**config.mk**
```make
export PLATFORM = sky130hd
export DESIGN_NAME = rf_wb_queue_flat
export DESIGN_NICKNAME = d
export VERILOG_FILES = /design/src/rtl/mips_pkg.sv /design/src/rtl/rf_wb_queue_if.sv /design/src/rtl/rf_wb_fifo.sv /design/src/rtl/rf_wb_queue.sv /design/src/flat_wrapper.sv
export SDC_FILE = /design/constraint.sdc
export NUM_CORES = 1
export LEC_CHECK = 0
export ABC_CLOCK_PERIOD_IN_PS = 3600
export BUFFER_PORTS_ARGS = -buffer_cell sky130_fd_sc_hd__buf_2
export CAP_MARGIN = 10
export CORE_MARGIN = 5
export CORE_UTILIZATION = 30
export DETAILED_ROUTE_END_ITERATION = 10
export GPL_TIMING_DRIVEN = 0
export PLACE_DENSITY = 0.51
export RECOVER_POWER = 25
export SKIP_LAST_GASP = 1
export SLEW_MARGIN = 20
export SYNTH_ARGS = -nofsm -noshare
export SYNTH_HDL_FRONTEND = slang
export SYNTH_SLANG_ARGS = --single-unit
export TNS_END_PERCENT = 20
```
**constraint.sdc**
```tcl
create_clock -name clk -period 3.6 [get_ports clk]
set_input_delay 1.08 -clock clk [delete_from_list [all_inputs] [get_ports clk]]
set_output_delay 1.08 -clock clk [all_outputs]
set_load 0.05 [all_outputs]
```
**src/rtl/mips_pkg.sv**
```systemverilog
// mips_pkg: register-file geometry and the writeback entry type shared by the writeback queue.
package mips_pkg;
    localparam int REG_AW = 5;
    localparam int XLEN = 32;
    localparam logic [REG_AW-1:0] REG_ZERO = '0;
    typedef struct packed {
        logic [REG_AW-1:0] addr;
        logic [XLEN-1:0]   data;
    } wb_entry_t;
endpackage

```
**src/rtl/rf_wb_queue_if.sv**
```systemverilog
// rf_wb_queue_if: producer handshakes, register-file write port and forwarding probes of the writeback queue.
interface rf_wb_queue_if import mips_pkg::*; #(parameter int DEPTH = 4, parameter int AW = REG_AW, parameter int DW = XLEN);
    logic                   mem_valid, mem_ready, alu_valid, alu_ready;
    logic [AW-1:0]          mem_addr, alu_addr;
    logic [DW-1:0]          mem_data, alu_data;
    logic                   rf_we;
    logic [AW-1:0]          rf_waddr;
    logic [DW-1:0]          rf_wdata;
    logic [AW-1:0]          fwd_raddr1, fwd_raddr2;
    logic                   fwd_hit1, fwd_hit2;
    logic [DW-1:0]          fwd_data1, fwd_data2;
    logic [$clog2(DEPTH):0] wbq_count;
    modport slave (
        input  mem_valid, mem_addr, mem_data, alu_valid, alu_addr, alu_data, fwd_raddr1, fwd_raddr2,
        output mem_ready, alu_ready, rf_we, rf_waddr, rf_wdata, fwd_hit1, fwd_hit2, fwd_data1, fwd_data2, wbq_count
    );
    modport master (
        output mem_valid, mem_addr, mem_data, alu_valid, alu_addr, alu_data, fwd_raddr1, fwd_raddr2,
        input  mem_ready, alu_ready, rf_we, rf_waddr, rf_wdata, fwd_hit1, fwd_hit2, fwd_data1, fwd_data2, wbq_count
    );
endinterface

```
**src/rtl/rf_wb_fifo.sv**
```systemverilog
// rf_wb_fifo: writeback entry FIFO; with RF_WB_QUEUE_FWD_EN it also exposes an oldest-first entry/occupancy view.
module rf_wb_fifo import mips_pkg::*; #(
    parameter int DEPTH = 4,
    localparam int PW = $clog2(DEPTH),
    localparam int CW = PW + 1
) (
    input  logic                      clk,
    input  logic                      rst_n,
    input  logic                      push,
    input  logic                      pop,
    input  wb_entry_t                 wr_entry,
    output wb_entry_t                 head,
    output logic                      full,
    output logic                      empty,
    output logic [CW-1:0]             count
`ifdef RF_WB_QUEUE_FWD_EN
    ,
    output wb_entry_t [DEPTH-1:0]     entries,
    output logic [DEPTH-1:0]          occ
`endif
);
    wb_entry_t mem [DEPTH];
    logic [PW-1:0] wr_ptr, rd_ptr;
    logic do_push, do_pop;
    assign do_push = push && !full;
    assign do_pop = pop && !empty;
    assign full = count == CW'(DEPTH);
    assign empty = count == '0;
    assign head = mem[rd_ptr];
    always_ff @(posedge clk or negedge rst_n) begin
        if (!rst_n) begin
            wr_ptr <= '0;
            rd_ptr <= '0;
            count <= '0;
        end else begin
            if (do_push) wr_ptr <= wr_ptr + 1'b1;
            if (do_pop) rd_ptr <= rd_ptr + 1'b1;
            count <= count + CW'(do_push) - CW'(do_pop);
        end
    end
    always_ff @(posedge clk) begin
        if (do_push) mem[wr_ptr] <= wr_entry;
    end
`ifdef RF_WB_QUEUE_FWD_EN
    // index 0 is the head, so a higher index is always a younger write
    for (genvar i = 0; i < DEPTH; i++) begin : g_view
        assign entries[i] = mem[rd_ptr + PW'(i)];
        assign occ[i] = CW'(i) < count;
    end
`endif
endmodule

```
**src/rtl/rf_wb_queue.sv**
```systemverilog
// rf_wb_queue: arbitrates mem/alu writebacks into a FIFO retiring one register write per cycle.
// Forwarding probes are built only when RF_WB_QUEUE_FWD_EN is defined; otherwise they read as 0.
module rf_wb_queue import mips_pkg::*; #(parameter int DEPTH = 4) (
    input  logic         clk,
    input  logic         rst_n,
    rf_wb_queue_if.slave bus
);
    logic full, empty, push;
    wb_entry_t in_entry, head;
`ifdef RF_WB_QUEUE_FWD_EN
    wb_entry_t [DEPTH-1:0] entries;
    logic [DEPTH-1:0] occ;
`endif
    assign bus.mem_ready = !full;
    assign bus.alu_ready = !full && !bus.mem_valid;
    // mem always wins, so the selected producer is accepted exactly when the queue has room
    assign in_entry = bus.mem_valid ? {bus.mem_addr, bus.mem_data} : {bus.alu_addr, bus.alu_data};
    assign push = (bus.mem_valid || bus.alu_valid) && !full && in_entry.addr != REG_ZERO;
    assign bus.rf_we = !empty;
    assign bus.rf_waddr = empty ? REG_ZERO : head.addr;
    assign bus.rf_wdata = empty ? '0 : head.data;
    rf_wb_fifo #(.DEPTH(DEPTH)) u_fifo (
        .clk(clk),
        .rst_n(rst_n),
        .push(push),
        .pop(!empty),
        .wr_entry(in_entry),
        .head(head),
        .full(full),
        .empty(empty),
        .count(bus.wbq_count)
`ifdef RF_WB_QUEUE_FWD_EN
        ,
        .entries(entries),
        .occ(occ)
`endif
    );
`ifdef RF_WB_QUEUE_FWD_EN
    always_comb begin
        bus.fwd_hit1 = 1'b0;
        bus.fwd_data1 = '0;
        bus.fwd_hit2 = 1'b0;
        bus.fwd_data2 = '0;
        for (int i = 0; i < DEPTH; i++) begin
            if (occ[i] && bus.fwd_raddr1 != REG_ZERO && entries[i].addr == bus.fwd_raddr1) begin
                bus.fwd_hit1 = 1'b1;
                bus.fwd_data1 = entries[i].data;
            end
            if (occ[i] && bus.fwd_raddr2 != REG_ZERO && entries[i].addr == bus.fwd_raddr2) begin
                bus.fwd_hit2 = 1'b1;
                bus.fwd_data2 = entries[i].data;
            end
        end
    end
`else
    assign bus.fwd_hit1 = 1'b0;
    assign bus.fwd_hit2 = 1'b0;
    assign bus.fwd_data1 = '0;
    assign bus.fwd_data2 = '0;
`endif
endmodule

```
**src/flat_wrapper.sv**
```systemverilog
// flat-port wrapper written by rule: the top's interface ports become plain ports
module rf_wb_queue_flat import mips_pkg::*;
#(parameter int DEPTH = 4)
  (clk, rst_n, bus_mem_valid, bus_mem_addr, bus_mem_data, bus_alu_valid, bus_alu_addr, bus_alu_data, bus_fwd_raddr1, bus_fwd_raddr2, bus_mem_ready, bus_alu_ready, bus_rf_we, bus_rf_waddr, bus_rf_wdata, bus_fwd_hit1, bus_fwd_hit2, bus_fwd_data1, bus_fwd_data2, bus_wbq_count);
  rf_wb_queue_if #(.DEPTH(DEPTH), .AW(REG_AW), .DW(XLEN)) bus_i ();
  input  logic clk;
  input  logic rst_n;
  input wire logic [$bits(bus_i.mem_valid)-1:0] bus_mem_valid;
  input wire logic [$bits(bus_i.mem_addr)-1:0] bus_mem_addr;
  input wire logic [$bits(bus_i.mem_data)-1:0] bus_mem_data;
  input wire logic [$bits(bus_i.alu_valid)-1:0] bus_alu_valid;
  input wire logic [$bits(bus_i.alu_addr)-1:0] bus_alu_addr;
  input wire logic [$bits(bus_i.alu_data)-1:0] bus_alu_data;
  input wire logic [$bits(bus_i.fwd_raddr1)-1:0] bus_fwd_raddr1;
  input wire logic [$bits(bus_i.fwd_raddr2)-1:0] bus_fwd_raddr2;
  output wire logic [$bits(bus_i.mem_ready)-1:0] bus_mem_ready;
  output wire logic [$bits(bus_i.alu_ready)-1:0] bus_alu_ready;
  output wire logic [$bits(bus_i.rf_we)-1:0] bus_rf_we;
  output wire logic [$bits(bus_i.rf_waddr)-1:0] bus_rf_waddr;
  output wire logic [$bits(bus_i.rf_wdata)-1:0] bus_rf_wdata;
  output wire logic [$bits(bus_i.fwd_hit1)-1:0] bus_fwd_hit1;
  output wire logic [$bits(bus_i.fwd_hit2)-1:0] bus_fwd_hit2;
  output wire logic [$bits(bus_i.fwd_data1)-1:0] bus_fwd_data1;
  output wire logic [$bits(bus_i.fwd_data2)-1:0] bus_fwd_data2;
  output wire logic [$bits(bus_i.wbq_count)-1:0] bus_wbq_count;
  assign bus_i.mem_valid = bus_mem_valid;
  assign bus_i.mem_addr = bus_mem_addr;
  assign bus_i.mem_data = bus_mem_data;
  assign bus_i.alu_valid = bus_alu_valid;
  assign bus_i.alu_addr = bus_alu_addr;
  assign bus_i.alu_data = bus_alu_data;
  assign bus_i.fwd_raddr1 = bus_fwd_raddr1;
  assign bus_i.fwd_raddr2 = bus_fwd_raddr2;
  assign bus_mem_ready = bus_i.mem_ready;
  assign bus_alu_ready = bus_i.alu_ready;
  assign bus_rf_we = bus_i.rf_we;
  assign bus_rf_waddr = bus_i.rf_waddr;
  assign bus_rf_wdata = bus_i.rf_wdata;
  assign bus_fwd_hit1 = bus_i.fwd_hit1;
  assign bus_fwd_hit2 = bus_i.fwd_hit2;
  assign bus_fwd_data1 = bus_i.fwd_data1;
  assign bus_fwd_data2 = bus_i.fwd_data2;
  assign bus_wbq_count = bus_i.wbq_count;
  rf_wb_queue #(.DEPTH(DEPTH)) u_core (.clk(clk), .rst_n(rst_n), .bus(bus_i));
endmodule
```
* Yosys cells after proc, flatten, opt, wreduce, memory -nomap -nowiden *
Memory sizes are Yosys's and may differ from the RTL's.
Index checks and enable logic that the tools add are counted.

storage, ports and cells
  flip-flop bits (word level) = 7
  bits in latches = 0
  RAM bits = 148
  bits in read-only memories = 0
  input bits = 88
  word-level logic and storage cells = 24
  memories = 1

operators by class
  $add $sub $neg = 4
  $mul = 0
  divide/modulo/power cells = 0
  magnitude comparators = 0
  equality and inequality tests = 1
  shifts and indexed selects = 0
  multiplexer cells = 5
  bitwise logic cells = 0
  reduce and logical (&&, ||, !) cells = 10

memory list
  name               words  width  rd ports  clocked after memory_dff  write ports  line              RTL
  u_core.u_fifo.mem  4      37     1         0                         1            rf_wb_fifo.sv:22  wb_entry_t mem [DEPTH];

operators with widths
  kind                                                            count
  37-bit 2-to-1 mux                                               1
  32-bit 2-to-1 mux                                               1
  5-bit 2-to-1 mux                                                1
  5-bit nonzero test                                              1
  2-bit by 1-bit adder with 2-bit output (second input constant)  2
  1-bit logical AND                                               4
  3-bit by 1-bit adder with 3-bit output                          1
  3-bit equality test (second input constant)                     1
  1-bit logical NOT                                               3
  3-bit logical NOT                                               1
  3-bit by 1-bit subtractor with 3-bit output                     1
  1-bit 2-to-1 mux                                                2
  1-bit logical OR                                                1

* Depth between registers and ports, before layout *
Gate-level depths: netlist of run 1.

  depth in word-level cells = 7
  depth in mapped cells = 8
  depth with buffers taken out = 8

* Modules after synthesis *
Synthesis of run 1 repeated with hierarchy kept, for this count alone.

unflattened totals
  cell total of the unflattened synthesis = 391
  area total of the unflattened synthesis = 7025.5 um2

by module, submodules not included
  module       instances  cells an instance  area an instance (um2)  seq. area each (um2)
  rf_wb_fifo   1          234                5796.8                  4619.4
  rf_wb_queue  1          157                1228.7                  0.0

* Worst setup path before layout of run 1 *
No wires, ideal clock.

  kind = in2out
  start = input bus_mem_valid
  end = output bus_alu_ready
  arrival = 2.205 ns
  path slack = 0.315 ns
  stages on the path = 3
  path through = buf_2 buf_2 a21oi_1

between the ends
  longest elaborated chain between the ends = 2

ends and longest elaborated chain
  item               line                RTL
  start, declared    flat_wrapper.sv:8   input wire logic [$bits(bus_i.mem_valid)-1:0] bus_mem_valid;
  1-bit logical NOT  rf_wb_queue.sv:15   assign bus.alu_ready = !full && !bus.mem_valid;
  1-bit logical AND  rf_wb_queue.sv:15
  end, declared      flat_wrapper.sv:17  output wire logic [$bits(bus_i.alu_ready)-1:0] bus_alu_ready;

Every way passes these cells.

* Worst setup path after layout of run 1 *
Ends and elaborated chain as after synthesis.

==> results.md, run 1 <==
* Final Max Slew Viols at 0
* Clk slew on worst S/H paths at ~60 ps
* Height of the chip at approximately 160 um
* Setup CP Type: primary input to primary output
* Initial antenna violation count at 0
* Design area at 8760 sq um
* DR WL/cell at 16.2 um
* Worst Reg-to-Reg Cells at 8
* Total number of yosys warnings at 0
* CTS Sinks at 155
* Clock latency on the worst-skew pair at between 400 and 500 ps
* Nature of the critical path endpoint: primary output
* Vias in the first global route at between 3000 and 4000
* Final worst slack at around 260 ps
* Final hold violations at 0
* Total track usage at 0.111
* Share of cells above drive strength 1 at 0.477
* Largest net degree at the start of global routing at 38
* Total gr overflow at 0
* Max VDD drop at around 0.45 mV
* Power consumption at 8.23 mW
* Max transition margin at 0.524
* Endpoints failing setup at 0
* Syn-to-layout area delta at 25.9%
* Routed Antenna Nets at 0
* #FFs+latches synth at 155
* Chip Width at around 160 um
* Post-Place Cell Area at 8190 sq um
* H-tree depth at 4
* Tmin final at around 3300 ps
* Arrival time worst endpoint at ~2300 ps
* Total of max-cap violations at 0
* Dpl ws at 283 ps
* Vias per cell at just over 4
* Core area at 22700 sq um
* Total CTS buffers at 17
* Routed vias at between 3000 and 4000
* Skew final at 6.95 ps
* CTS tree: yes
* Drt first pass iters at 4
* Worst R2R Start: u_core.u_fifo.count[1]$_DFF_PN0_
* Total Wirelength at about 14000 um
* Worst endpoint required time at roughly 2500 ps
* I/O Buffers at 120
* Status: complete, no violations
* Commonest non-fill, non-tap cell in the layout: edfxtp_1
* Commonest cells after routing, fill and taps aside: edfxtp_1, buf_2, buf_4, conb_1
* # diodes at 0
* R2R Path End: u_core.u_fifo.count[2]$_DFF_PN0_
* Root Driver: clkbuf_16
* Detailed Place HPWL at about 9500 um
* Sequential-to-total area share from yosys stat at 0.664
* Drc violations at 0
* Post-Syn Instances at between 300 and 400
* Synth unique cells at 23
* Setup bufs post-CTS at 0
* Row cnt at between 50 and 60
* RSZ-0062 raised after global routing: false
* Fin nets at 681
* Leak at 3.41 nW
* Mapped Area at 6960 sq um
* Min Hold Slack at 572 ps
* Part of the cycle the worst path needs at 0.927
* Fmax at between 200 and 300 MHz
* Die area at around 26000 sq um
* Clock Path Buffers at 2
* Worst Path Max Fanout at 10
* Cell area power density at between 900 and 1000 nW/um^2
* Routability Congestion at between 0.7 and 0.8
* First-pass GRT wire length at roughly 22000 um
* Io pins at around 200
* Syn Area/Cell at 18.2 sq um
* FF-to-FF setup slack at between 1000 and 1500 ps
* Initial Utilization at 0.306
* Crit path launch type: primary input
* Worst-Margin Slew at roughly 710 ps
* Initial DRC Count at 78
* Worst Hold Class: primary input to async pin
-- power by group --
| group | switching, mW | internal, mW |
|---|---|---|
| clock | 0.715 | 1.02 |
| sequential | 0.130 | 2.58 |
| combinational | 2.59 | 1.18 |
| total | 3.44 | 4.79 |
-- worst max-delay path, cell delays in order --
cell and delay, ps:
clkbuf_1 150, buf_2 340, buf_2 390, a21oi_1 70, buf_2 220
-- repair_timing --
| item | in CTS | in global routing |
|---|---|---|
| cloned | 0 | 0 |
| hold buffers | 0 | 0 |
| resized for setup | 1 | 2 |
| endpoints found under the setup margin | 10 | 2 |
-- area by class of cell --
cell class	count	area, sq um
clock inverter	14	145
sequential	155	4620
inverter	4	15.0
timing repair buffer	121	617
buffer	82	587
fill	2116	14000
clock buffer	18	429
tap	285	357
multi-input combinational	206	1990
-- cells in the mapped netlist --
| library cell | number | share of area |
|---|---|---|
| edfxtp_1 | 148 | 0.64 |
| buf_4 | 68 | 0.073 |
| and2_1 | 41 | 0.037 |
| mux2_2 | 38 | 0.062 |
| mux4_2 | 37 | 0.12 |
| buf_2 | 7 | 0.0050 |
| dfrtp_1 | 7 | 0.025 |
| clkbuf_1 | 5 | 0.0027 |
| ha_1 | 5 | 0.0090 |
| xnor2_1 | 5 | 0.0063 |
| inv_1 | 4 | 0.0022 |
| nand2_1 | 3 | 0.0016 |
| buf_6 | 2 | 0.0032 |
| nor2_1 | 2 | 0.0011 |
| nor4_1 | 2 | 0.0018 |
| a21oi_1 | 1 | 0.00072 |
| conb_1 | 1 | 0.00054 |
| fa_1 | 1 | 0.0029 |
| nand3b_1 | 1 | 0.0011 |
| nor3_4 | 1 | 0.0023 |
| o2111a_1 | 1 | 0.0016 |
| or2_2 | 1 | 0.00090 |
| xor2_1 | 1 | 0.0013 |
-- through the flow --
step,instances,util,TNS [ps]
2_1_floorplan,447,-,0
3_3_place_gp,852,0.359,-36300
3_5_place_dp,853,0.360,0
4_1_cts,885,0.386,0
5_1_grt,885,0.386,0
6_report,885,0.386,0
-- state kept, by name, indices dropped and copies added, names as in the netlist --
signal / cells
u_core.u_fifo.mem: 148
u_core.u_fifo.count: 3
u_core.u_fifo.rd_ptr: 2
u_core.u_fifo.wr_ptr: 2
-- worst max path at each step --
stage	from	to	slack, ps
floorplan	bus_mem_valid	bus_alu_ready	310
CTS	u_core.u_fifo.count[2]$_DFF_PN0_	bus_rf_wdata[25]	60
finish	bus_mem_valid	bus_alu_ready	260
global route	u_core.u_fifo.count[2]$_DFF_PN0_	bus_rf_wdata[25]	70
detailed placement	bus_mem_valid	bus_alu_ready	280
global placement	bus_mem_valid	u_core.u_fifo.mem[1][12]$_DFFE_PP_	-290
-- routing by layer --
layer | vias to the layer above | routed length [um] | GRT usage
met5 | - | 0 | 0
met4 | 0 | 289 | 0.0438
met3 | 21 | 1130 | 0.0348
met2 | 150 | 7080 | 0.185
met1 | 1741 | 5880 | 0.134
li1 | 1737 | - | -
-- cells by family (layout without fill, tap and decap cells) --
logic type	Yosys count	count (layout)	share of synthesized area
flip-flops	155	155	0.664
buffers and inverters	86	239	0.0865
AO/OA/AOI/OAI	2	2	0.00234
XOR/XNOR	6	6	0.00756
other	1	66	0.000539
AND/OR/NAND/NOR	51	51	0.0457
adder cells (fa/ha/maj)	6	6	0.0119
multiplexers	75	75	0.181
Power figures use the tool's default switching activity.
==> run 2: changes to the inputs <==
--- a/config.mk
+++ b/config.mk
@@ -5,14 +5,13 @@
 export SDC_FILE = /design/constraint.sdc
 export NUM_CORES = 1
 export LEC_CHECK = 0
-export ABC_CLOCK_PERIOD_IN_PS = 3600
-export BUFFER_PORTS_ARGS = -buffer_cell sky130_fd_sc_hd__buf_2
+export ABC_CLOCK_PERIOD_IN_PS = 3800
 export CAP_MARGIN = 10
 export CORE_MARGIN = 5
 export CORE_UTILIZATION = 30
 export DETAILED_ROUTE_END_ITERATION = 10
-export GPL_TIMING_DRIVEN = 0
-export PLACE_DENSITY = 0.51
+export DONT_BUFFER_PORTS = 1
+export PLACE_DENSITY = 0.44
 export RECOVER_POWER = 25
 export SKIP_LAST_GASP = 1
 export SLEW_MARGIN = 20
==> constraint.sdc (replaced) <==
create_clock -name clk -period 3.8 [get_ports clk]
set_input_delay 1.14 -clock clk [delete_from_list [all_inputs] [get_ports clk]]
set_output_delay 1.14 -clock clk [all_outputs]
set_load 0.05 [all_outputs]
==> results.md, run 2 (synthesis gave the netlist of run 1 again) <==
* Total CTS buffers at 17 (unchanged)
* Cell Int Power at 4.36 mW (-8.9%)
* CTS Hold Buffers Added at 0 (unchanged)
* Row cnt at 55 (unchanged)
* Endpoints failing setup at 0 (unchanged)
* Cell area power density at 973 nW/um^2 (+3.5%)
* Chip Width at 162 um (unchanged)
* Final hold violations at 0 (unchanged)
* Max VDD drop at 0.457 mV (+0.66%)
* Clock latency on the worst-skew pair at 410 ps (about the same)
* Arrival time worst endpoint at 2370 ps (+110 ps)
* Worst Reg-to-Reg Cells at 5 (-3)
* Final Max Slew Viols at 0 (unchanged)
* CTS Sinks at 155 (unchanged)
* Dpl ws at 622 ps (+339 ps)
* Io pins at 197 (unchanged)
* Max reg flops at 148 (unchanged)
* Multi-input logic area at 1980 sq um (-0.19%)
* Switching share of power at 0.422 (+0.00434)
* Leak at 2.62 nW (-23%)
* Setup TNS at 0 ps (unchanged)
* Final Instance Count excl. Fillers at 697 (-21%)
* Crit path from: u_core.u_fifo.count[0]$_DFF_PN0_
* Crit path launch type: flop
* Worst endpoint required time at 2660 ps (+140 ps)
* Part of the cycle the worst path needs at 0.924
* Drt first pass iters at 4 (unchanged)
* Syn-to-layout area delta at 11.5%
* DR WL/cell at 19.8 um (+22%)
* Design area at 7760 sq um (-11%)
* Commonest non-fill, non-tap cell in the layout: edfxtp_1
* Routed Antenna Nets at 0 (unchanged)
* I/O Buffers at 0 (-100%)
* Most flops, register: u_core.u_fifo.mem
* Status: complete, no violations
* Clk slew on worst S/H paths at 60 ps (about the same)
* Largest regs: u_core.u_fifo.mem: 148 flops, u_core.u_fifo.count: 3 flops
* Routed vias at 3091 (-15%)
* CTS resizes at 0 (-1)
* Min Hold Slack at 416 ps (-157 ps)
* Initial DRC Count at 107 (+37%)
* Total gr overflow at 0 (unchanged)
* First-pass GRT wire length at 20600 um (-4.5%)
* Detailed Place HPWL at 9020 um (-5.2%)
* Sequential power share at 0.347 (+0.017)
* Vias per cell at 4.43 (+7.6%)
* Fin nets at 492 (-28%)
* H-tree depth at 4 (unchanged)
* Worst-Margin Slew at 592 ps (-122 ps)
* Root Driver: clkbuf_16
* Setup CP Type: flop to primary output
* Register area at 4620 sq um (+0.11%)
* Total Wirelength at 13800 um (-3.8%)
* Fmax at around 280 MHz
* Layout Utilization at 0.342 (-0.0439)
* Height of the chip at 162 um (unchanged)
* Post-Place Cell Area at 7160 sq um (-13%)
* Nature of the critical path endpoint: primary output
* Vias in the first global route at 3429 (-10%)
* Skew final at 7.45 ps (+0.508 ps)
* Commonest cells after routing, fill and taps aside: edfxtp_1, conb_1, mux4_2, and2_1, mux2_1
* Part of the power in combinational logic at 0.427 (-0.032)
* Share of cells above drive strength 1 at 0.258 (-0.219)
* Setup bufs post-CTS at 0 (unchanged)
* CTS tree: yes
* Clock share of power at 0.225 (+0.014)
* Worst Path Max Fanout at 27 (+17)
* Worst Hold Class: primary input to async pin
* Worst R2R Start: u_core.u_fifo.count[0]$_DFF_PN0_
* Initial antenna violation count at 0 (unchanged)
* Total track usage at 0.107 (-0.00408)
* Routability Congestion at 0.611 (-13%)
* Initial Utilization at 0.306 (unchanged)
* Clock Path Buffers at 2 (unchanged)
* Max transition margin at 0.605 (+0.0814)
* Fill count at 2144 (+1.3%)
* Core area at 22700 sq um (unchanged)
* Die area at 26300 sq um (unchanged)
* Largest net degree at the start of global routing at 42 (+11%)
* Placed Cells incl. Taps at 664 (-22%)
* NetSw at 3.19 mW (-7.3%)
* Total of max-cap violations at 0 (unchanged)
* Power consumption at 7.55 mW (-8.2%)
* Tmin final at between 3000 and 4000 ps
* RSZ-0062 raised after global routing: false
* Drc violations at 0 (unchanged)
* Final worst slack at 290 ps (+27.8 ps)
[run 2: worst max-delay path: stages (launching register included)]
cell,delay (ps)
dfrtp_1,720
nor3_4,100
inv_2,410
buf_12,230
and2_1,470
[run 2: area by class of cell]
| type | count | share of cell area |
|---|---|---|
| Sequential cell | 155 | 0.596 |
| Multi-Input combinational cell | 206 | 0.256 |
| Clock buffer | 17 | 0.0548 |
| Tap cell | 285 | 0.0460 |
| Timing Repair Buffer | 14 | 0.0232 |
| Clock inverter | 15 | 0.0221 |
| Inverter | 4 | 0.00194 |
| Antenna cell | 1 | 0.000323 |
[run 2: power groups by stage]
stage | sequential (mW) | clock (mW) | combinational, mW
2_1_floorplan | 2.64 | 0 | 2.73
3_3_place_gp | 2.64 | 0 | 3.32
3_5_place_dp | 2.67 | 0 | 3.33
4_1_cts | 2.64 | 1.76 | 3.33
5_1_grt | 2.67 | 1.84 | 3.43
6_report | 2.62 | 1.70 | 3.22
[run 2: path summary, 6_finish.rpt]
check / endpoint / slack (ps)
min in group clk: u_core.u_fifo.wr_ptr[1]$_DFFE_PN0P_ / 580
max: bus_rf_waddr[2] / 290
max in group asynchronous: u_core.u_fifo.rd_ptr[1]$_DFFE_PN0N_ / 3310
min reg2reg: u_core.u_fifo.wr_ptr[1]$_DFFE_PN0P_ / 580
min: u_core.u_fifo.count[0]$_DFF_PN0_ / 420
max reg2reg: u_core.u_fifo.mem[2][15]$_DFFE_PP_ / 960
[run 2: metal layers]
metal	up-vias	wire length (um)	GRT usage
li1	1362	-	-
met1	1586	5820	0.131
met2	131	6800	0.176
met3	12	1080	0.0386
met4	0	131	0.0334
met5	-	0	0
